## config.mk

```make
export PLATFORM = sky130hd
export DESIGN_NAME = gpu_ctrl_sequencer
export DESIGN_NICKNAME = d
export VERILOG_FILES = /design/src/rtl/gpu_ctrl_sequencer.sv
export SDC_FILE = /design/constraint.sdc
export NUM_CORES = 1
export LEC_CHECK = 0
export ABC_AREA = 1
export BUFFER_PORTS_ARGS = -buffer_cell sky130_fd_sc_hd__buf_4
export CAP_MARGIN = 20
export CORE_MARGIN = 10
export CORE_UTILIZATION = 55
export CTS_BUF_LIST = sky130_fd_sc_hd__clkbuf_8
export CTS_CLUSTER_DIAMETER = 150
export DETAILED_ROUTE_END_ITERATION = 10
export PLACE_DENSITY = 0.77
export REMOVE_ABC_BUFFERS = 1
export SYNTH_ARGS = -nofsm -noshare
export SYNTH_HDL_FRONTEND = slang
export SYNTH_SLANG_ARGS = --single-unit
```

## constraint.sdc

```tcl
create_clock -name clk -period 1.9 [get_ports clk]
set_input_delay 0.285 -clock clk [delete_from_list [all_inputs] [get_ports clk]]
set_output_delay 0.285 -clock clk [all_outputs]
set_load 0.01 [all_outputs]
```

## src/rtl/gpu_ctrl_sequencer.sv

```systemverilog
// rtl/gpu_ctrl_sequencer.sv - GPU control sequencer: opcode decode plus EXEC/MULDIV/WB sequencing FSM.
// Optional macro GPU_CTRL_ILLEGAL_TRAP_EN: illegal opcodes lock the FSM in TRAP until reset.
module gpu_ctrl_sequencer #(
    parameter int OPCODE_W    = 5,
    parameter int ALUOP_W     = 4,
    parameter int MULT_CYCLES = 4,
    parameter int DIV_CYCLES  = 16
) (
    input  logic                clk,
    input  logic                reset,
    input  logic                instr_valid,
    input  logic [OPCODE_W-1:0] opcode,
    input  logic                branch_cond,
    output logic                instr_ready,
    output logic [ALUOP_W-1:0]  alu_op,
    output logic                i_mode,
    output logic                r_mode,
    output logic                branch_mode,
    output logic                compare_mode,
    output logic                wb_en,
    output logic                hilo_we,
    output logic                pc_load,
    output logic                done,
    output logic                illegal
);
    localparam int MAX_CYC = (MULT_CYCLES > DIV_CYCLES) ? MULT_CYCLES : DIV_CYCLES;
    localparam int CNT_W   = $clog2(MAX_CYC + 1);

    typedef enum logic [2:0] {S_IDLE, S_EXEC, S_MULDIV, S_WB, S_TRAP} state_t;

    state_t              state;
    logic [CNT_W-1:0]    cnt;
    logic [OPCODE_W-1:0] opc_q;
    logic                cond_q;

    function automatic int unsigned op_num(input logic [OPCODE_W-1:0] opc);
        return 32'(opc);
    endfunction

    function automatic logic [ALUOP_W-1:0] dec_alu(input logic [OPCODE_W-1:0] opc);
        int unsigned a;
        a = 0;
        case (op_num(opc))
            5, 6, 23, 24, 25: a = 1;
            7, 8:             a = 2;
            9, 10:            a = 3;
            11:               a = 4;
            12:               a = 5;
            13:               a = 6;
            18:               a = 7;
            19:               a = 8;
            20:               a = 9;
            21:               a = 10;
            22:               a = 11;
            default:          a = 0;
        endcase
        return ALUOP_W'(a);
    endfunction

    // {i_mode, r_mode, branch_mode, compare_mode}
    function automatic logic [3:0] dec_mode(input logic [OPCODE_W-1:0] opc);
        logic [3:0] m;
        m = 4'b0000;
        case (op_num(opc))
            2, 4:                                      m = 4'b1000;
            1, 3, 5, 6, 7, 8, 9, 10, 11, 12, 13, 14,
            15, 16, 17, 18, 19, 20, 21, 22:            m = 4'b0100;
            23:                                        m = 4'b0101;
            24, 25:                                    m = 4'b0111;
            26, 27:                                    m = 4'b0010;
            default:                                   m = 4'b0000;
        endcase
        return m;
    endfunction

    // {wb_en, hilo_we, pc_load} for the WB cycle
    function automatic logic [2:0] wb_pulses(input logic [OPCODE_W-1:0] opc, input logic cond);
        logic [2:0] p;
        p = 3'b000;
        case (op_num(opc))
            1, 2, 3, 4, 5, 6, 11, 12, 13, 14, 15,
            18, 19, 20, 21, 22, 23:                    p = 3'b100;
            7, 8, 9, 10, 16, 17:                       p = 3'b010;
            24:                                        p = {2'b00, cond};
            25:                                        p = {2'b00, ~cond};
            26, 27:                                    p = 3'b001;
            default:                                   p = 3'b000;
        endcase
        return p;
    endfunction

    function automatic logic is_muldiv(input logic [OPCODE_W-1:0] opc);
        return (op_num(opc) >= 7) && (op_num(opc) <= 10);
    endfunction

`ifdef GPU_CTRL_ILLEGAL_TRAP_EN
    function automatic logic is_illegal(input logic [OPCODE_W-1:0] opc);
        return op_num(opc) >= 28;
    endfunction
`else
    assign illegal = 1'b0;
`endif

    always_ff @(posedge clk) begin
        if (reset) begin
            state        <= S_IDLE;
            cnt          <= '0;
            opc_q        <= '0;
            cond_q       <= 1'b0;
            instr_ready  <= 1'b1;
            alu_op       <= '0;
            i_mode       <= 1'b0;
            r_mode       <= 1'b0;
            branch_mode  <= 1'b0;
            compare_mode <= 1'b0;
            wb_en        <= 1'b0;
            hilo_we      <= 1'b0;
            pc_load      <= 1'b0;
            done         <= 1'b0;
`ifdef GPU_CTRL_ILLEGAL_TRAP_EN
            illegal      <= 1'b0;
`endif
        end else begin
            wb_en   <= 1'b0;
            hilo_we <= 1'b0;
            pc_load <= 1'b0;
            done    <= 1'b0;
            case (state)
                S_IDLE: begin
                    if (instr_valid) begin
                        opc_q        <= opcode;
                        state        <= S_EXEC;
                        instr_ready  <= 1'b0;
                        alu_op       <= dec_alu(opcode);
                        {i_mode, r_mode, branch_mode, compare_mode} <= dec_mode(opcode);
                    end
                end
                S_EXEC: begin
                    cond_q <= branch_cond;
                    if (is_muldiv(opc_q)) begin
                        state <= S_MULDIV;
                        cnt   <= (op_num(opc_q) >= 9) ? CNT_W'(DIV_CYCLES - 1)
                                                      : CNT_W'(MULT_CYCLES - 1);
`ifdef GPU_CTRL_ILLEGAL_TRAP_EN
                    end else if (is_illegal(opc_q)) begin
                        state   <= S_TRAP;
                        illegal <= 1'b1;
`endif
                    end else begin
                        state <= S_WB;
                        done  <= 1'b1;
                        {wb_en, hilo_we, pc_load} <= wb_pulses(opc_q, branch_cond);
                    end
                end
                S_MULDIV: begin
                    if (cnt == '0) begin
                        state <= S_WB;
                        done  <= 1'b1;
                        {wb_en, hilo_we, pc_load} <= wb_pulses(opc_q, cond_q);
                    end else begin
                        cnt <= cnt - 1'b1;
                    end
                end
                S_WB: begin
                    state        <= S_IDLE;
                    instr_ready  <= 1'b1;
                    alu_op       <= '0;
                    i_mode       <= 1'b0;
                    r_mode       <= 1'b0;
                    branch_mode  <= 1'b0;
                    compare_mode <= 1'b0;
                end
                S_TRAP: begin
                    state <= S_TRAP;
                end
                default: begin
                    state       <= S_IDLE;
                    instr_ready <= 1'b1;
                end
            endcase
        end
    end
endmodule

```

# Word level (Yosys, flattened, before mapping)
# Memories as Yosys holds them, arrays and structs flattened.
# Cells that the tools add are included.
# W data, S select, Z words.
dict set report word_totals {
  memories 2
  romBits 256
  latch_bits 0
  mem_bits_rw 0
  output_inout_bits 14
  elab_cells 106
  ff_bits 27
}
dict set report classes {
  n_reduce_logical 14
  n_shift 0
  bitwise_logic 3
  n_mul 0
  mux 34
  magnitude_cmp 3
  addsub 1
  div_mod_pow 0
  eq_ne 35
}
# memory depth word_bits read_ports rd_ports_with_merged_regs wr line
set memory_table {}
lappend memory_table {{(name not given)} 32 4 1 0 0 43} ;# case (op_num(opc))
lappend memory_table {{(name not given)} 32 4 1 0 0 64} ;# case (op_num(opc))
# operator n
set op_table {}
lappend op_table {{$eq A5 B5 Y1 const B} 12}
lappend op_table {{$eq A5 B4 Y1 const B} 8}
lappend op_table {{$pmux W3 S5} 2}
lappend op_table {{$eq A5 B3 Y1 const B} 4}
lappend op_table {{$pmux W1 S2} 9}
lappend op_table {{$reduce_or A17 Y1} 1}
lappend op_table {{$mux W1} 14}
lappend op_table {{$pmux W3 S4} 1}
lappend op_table {{$eq A5 B2 Y1 const B} 2}
lappend op_table {{$mux W5} 2}
lappend op_table {{$pmux W5 S2} 1}
lappend op_table {{$mux W4} 2}
lappend op_table {{$ne A2 B2 Y1 const B} 4}
lappend op_table {{$pmux W4 S2} 1}
lappend op_table {{$reduce_and A2 Y1} 4}
lappend op_table {{$eq A3 B2 Y1 const B} 2}
lappend op_table {{$mux W3} 2}
lappend op_table {{$reduce_or A6 Y1} 1}
lappend op_table {{$eq A5 B1 Y1 const B} 1}
lappend op_table {{$ge A5 B3 Y1 const B} 1}
lappend op_table {{$ge A5 B4 Y1 const B} 1}
lappend op_table {{$le A5 B4 Y1 const B} 1}
lappend op_table {{$logic_not A5 Y1} 1}
lappend op_table {{$sub A5 B1 Y5 const B} 1}
lappend op_table {{9 further kinds} 12}

# Depth between registers and ports, before layout
dict set report logic_depth {
  word_depth 5
  ltp_mapped 10
  depth_no_buf 10
}

# Worst setup path after synthesis
# OpenSTA, ideal clock, no wires.
dict set report synth_path {
  path_type {input -> register}
  start {input opcode[0]}
  end {register alu_op[1]}
  slack_ns 0.662
  arrival_time_ns 1.110
  path_stages 8
  path_buffers 0
  setup_time_ns 0.128
  required_ns 1.772
  cell_sequence {inv_1 ha_1 nand2_1 inv_1 o21ai_0 a21oi_1 a21oi_1 nor2_1}
}
dict set report synth_via {
  elab_chain_len 3
}
# item line
set synth_rtl {}
lappend synth_rtl {{start: declaration} 12} ;# input logic [OPCODE_W-1:0] opcode,
lappend synth_rtl {{$mem_v2 Z32 W4} n/a}
lappend synth_rtl {{$mux W4} 130} ;# if (instr_valid) begin
lappend synth_rtl {{$pmux W4 S2} 128} ;# case (state)
lappend synth_rtl {{end signal: assignment} 134} ;# alu_op <= dec_alu(opcode);
lappend synth_rtl {{end: declaration} 15} ;# output logic [ALUOP_W-1:0] alu_op,
# No other way between the ends. The select of a mux whose other input is x is not followed.
# A chain may end at the register's enable or synchronous reset.

# Final worst setup path
dict set report layout_path {
  start {register cnt[0]}
  end {register cnt[3]}
}
dict set report layout_via {
  elab_chain_len 3
  word_cells_on_any_way 6
  cone_classes {add/sub: 1; eq/ne: 1; mux: 2; reduce/logical: 2}
}
# item line
set layout_rtl {}
lappend layout_rtl {{start: declaration} 32} ;# logic [CNT_W-1:0] cnt;
lappend layout_rtl {{start signal: assignment} 142} ;# cnt <= (op_num(opc_q) >= 9) ? CNT_W'(DIV_CYCLES - 1)
lappend layout_rtl {{start signal: assignment} 161} ;# cnt <= cnt - 1'b1;
lappend layout_rtl {{$sub A5 B1 Y5 or $logic_not A5 Y1 (tied branches)} {161, 156}}
lappend layout_rtl {{$mux W5 or $ne A2 B2 Y1 (tied branches)} n/a}
lappend layout_rtl {{$pmux W5 S2 or $reduce_and A3 Y1 (tied branches)} n/a}
# Parallel ways exist; a longest one is shown, timed or not. The select of a mux whose other input is x is not followed.

==> results.json <==
{
  "run_status": "completed",
  "cp_slowest_cell": "sky130_fd_sc_hd__dfxtp_1",
  "finalSetupViolCount": 0,
  "die_span_x_um": 73.01,
  "finish.utilization_pct": 64.87,
  "clkLatencyLatePin_ns": 0.28,
  "power.density_cell_area_mw_per_mm2": 1208,
  "ctsLongestPathBuffers": 2,
  "tritoncts_buffers": 3,
  "grt.overflow.total": 0,
  "cts_setup_buffers": 0,
  "final_min_period_over_clock_period_pct": 70.32,
  "finalHoldViolCount": 0,
  "drt_first_pass_iters": 4,
  "crit_chain": "inv_1 > ha_1 > nand3_1 > nor2_2 > nor2_4 > nand2_4 > nand2_1 > nand2_1 > nor2_1",
  "worst-path-buf-inv": 1,
  "core-area_mm2": 0.002710,
  "initial_antenna_violation_count": 0,
  "filler_cells": 264,
  "weighted_congestion_reported_at_the_end_of_routability_driven_placement": 0.8770,
  "clock_skew_ns": 0.005962,
  "num_antenna_cells": 0,
  "finalWorstPathRequiredPeriod_ns": 1.336,
  "yosys.area.top_type_share_pct": 34.98,
  "max_clock_freq_mhz": 748.5,
  "deepest_level_of_the_cts_h_tree": 1,
  "multi_input_area_um2": 850.8,
  "starting_density_pct": 57.02,
  "post-layout-total-power_uw": 2123,
  "path_clk_slew_ns": 0.10,
  "design.portCount": 23,
  "routed-via-count": 1439,
  "worst_supply_voltage_drop_on_vdd_mv": 1.116,
  "clock_net_sink_count": 27,
  "syn-cell-area_mm2": 0.001545,
  "place_inst": 275,
  "pin_count_of_the_biggest_net_entering_global_routing": 17,
  "timing.critical_path.slowest_cell_delay_ns": 0.31,
  "floorplan.die.height_um": 73.01,
  "synth-seq-area-share_pct": 34.98,
  "crit_path_start_kind": "flop",
  "avgRoutedWirePerCell_um": 11.54,
  "port-buffer-count": 21,
  "syn_avg_cell_area_um2": 6.777,
  "category_of_cells_accounting_for_the_largest_share_of_critical_path_delay": "simple AND/OR/NAND/NOR gates",
  "ys.warnings.count": 0,
  "drt_first_iter_violations": 72,
  "postCtsResizedCells": 0,
  "die_area_mm2": 0.005330,
  "layout.nets": 265,
  "cts_tree": "yes",
  "worst_ep_arrival_time_ns": 1.52,
  "max_cap_violations": 0,
  "final_antenna_net_count": 0,
  "track_usage_pct": 12.43,
  "seqCellArea_um2": 540.5,
  "grt_pass1_wl_um": 5582,
  "clock_root_buffer": "sky130_fd_sc_hd__clkbuf_8",
  "cp.required_ns": 2.08,
  "timing_max_transition_violations_final": 0,
  "layout-area-overhead-vs-synth_pct": 13.77,
  "rows": 19,
  "rsz0062_at_grt": "no",
  "setup-tns-final_ns": 0,
  "synth_top_cell_by_area": "sky130_fd_sc_hd__dfxtp_1",
  "worst-setup-path-type": "flop to flop",
  "route.final.wire_length_um": 3219,
  "hpwl_um": 2498,
  "worst_setup_path_end_kind": "flop",
  "synth_area_leaders": "sky130_fd_sc_hd__dfxtp_1 35%, sky130_fd_sc_hd__nand2_1 12%, sky130_fd_sc_hd__a21oi_1 7.1%",
  "syn_inst": 228,
  "cellLeakagePower_uw": 0.0008343,
  "hold_class": "primary input to flop",
  "cpMostUsedCell": "sky130_fd_sc_hd__nand2_1",
  "via_per_instance_ratio": 5.158,
  "critical_path_peak_fanout": 7,
  "first_global_vias": 1279,
  "yosys_register_bits": 27,
  "finish.cell_count_without_fillers": 279,
  "drc": 0,
  "timing.hold.ws_ns": 0.2754,
  "yosysUniqueCellTypes": 28,
  "drive_above_1_share_pct": 16.94,
  "ctsHoldBuffers": 0
}
## cell usage after synthesis (all sizes together)
master,number
dfxtp,27
ha,7
nor3,4
inv,31
xor2,1
a31oi,1
conb,1
a21oi,22
o22ai,1
o21ai,14
nand3,19
nand2,56
clkinv,1
nor2,27
or2,2
nand4,3
nand3b,1
buf,4
clkbuf,1
o211ai,5
## flip-flops by register name, indices dropped and copies added (netlist names), 3 cells and up
register  count
cnt           5
state         3
alu_op        4
opc_q         5
## stage by stage
step           cell area, um2  setup WS (ns)
2_1_floorplan            1513         0.6761
3_3_place_gp             1709         0.4887
3_5_place_dp             1709         0.4401
4_1_cts                  1758         0.5582
5_1_grt                  1758         0.3893
6_report                 1758         0.5640
## where the power goes
part	switching (uW)	internal [uW]	leakage [uW]	total [uW]
combinational	625	365	0.000591	990
sequential	97.6	697	0.000221	795
clock	189	149	0.0000217	339
## cells in the final DEF (no fill, tap or decap)
cell / instances
sky130_fd_sc_hd__a21oi_1: 22
sky130_fd_sc_hd__a31oi_1: 1
sky130_fd_sc_hd__buf_4: 21
sky130_fd_sc_hd__clkbuf_8: 3
sky130_fd_sc_hd__clkinv_2: 1
sky130_fd_sc_hd__clkinvlp_4: 1
sky130_fd_sc_hd__conb_1: 1
sky130_fd_sc_hd__dfxtp_1: 27
sky130_fd_sc_hd__ha_1: 7
sky130_fd_sc_hd__inv_1: 28
sky130_fd_sc_hd__inv_2: 3
sky130_fd_sc_hd__nand2_1: 51
sky130_fd_sc_hd__nand2_2: 2
sky130_fd_sc_hd__nand2_4: 3
sky130_fd_sc_hd__nand3_1: 18
sky130_fd_sc_hd__nand3_2: 1
sky130_fd_sc_hd__nand3b_1: 1
sky130_fd_sc_hd__nand4_1: 3
sky130_fd_sc_hd__nor2_1: 22
sky130_fd_sc_hd__nor2_2: 3
sky130_fd_sc_hd__nor2_4: 2
sky130_fd_sc_hd__nor3_1: 4
sky130_fd_sc_hd__o211ai_1: 5
sky130_fd_sc_hd__o21ai_0: 14
sky130_fd_sc_hd__o22ai_1: 1
sky130_fd_sc_hd__or2_2: 2
sky130_fd_sc_hd__xor2_1: 1
## worst paths after layout
path                             startpoint                         to  slack, ns  cells after the start
setup / recovery        cnt[0]$_SDFFE_PP0P_        cnt[3]$_SDFFE_PP0P_       0.56                      9
hold / removal                        reset        r_mode$_SDFFE_PP0P_       0.28                      2
setup reg to reg        cnt[0]$_SDFFE_PP0P_        cnt[3]$_SDFFE_PP0P_       0.56                      9
hold reg to reg   compare_mode$_SDFFE_PP0P_  compare_mode$_SDFFE_PP0P_       0.47                      2
## cells by family (layout without fill, tap and decap cells)
group | count (synthesis) | in the layout | share of synthesized area (%)
AND/OR/NAND/NOR | 112 | 112 | 33.68
XOR/XNOR | 1 | 1 | 0.5669
buffers and inverters | 37 | 57 | 9.959
other | 1 | 1 | 0.2427
adder cells (fa/ha/maj) | 7 | 7 | 5.668
flip-flops | 27 | 27 | 34.98
AO/OA/AOI/OAI | 43 | 43 | 14.90
## layout make-up
cell class | count | area share (%)
clock buffers | 3 | 2.349
repair buffers | 21 | 8.968
multi-input cells | 164 | 48.40
clock inverters | 1 | 0.4270
well taps | 31 | 2.206
flip-flops and latches | 27 | 30.75
inverters | 32 | 6.904
## metal layers
metal  vias to the layer above  GRT usage (%)  wire length (um)  share of wire (%)
met3                         5          3.673               172                5.3
li1                        776              -                 -                  -
met5                         -              0                 0                  0
met1                       632          16.43              1587                 49
met2                        26          18.53              1414                 44
met4                         0          4.430                44                1.4
Power figures use the tool's default switching activity.
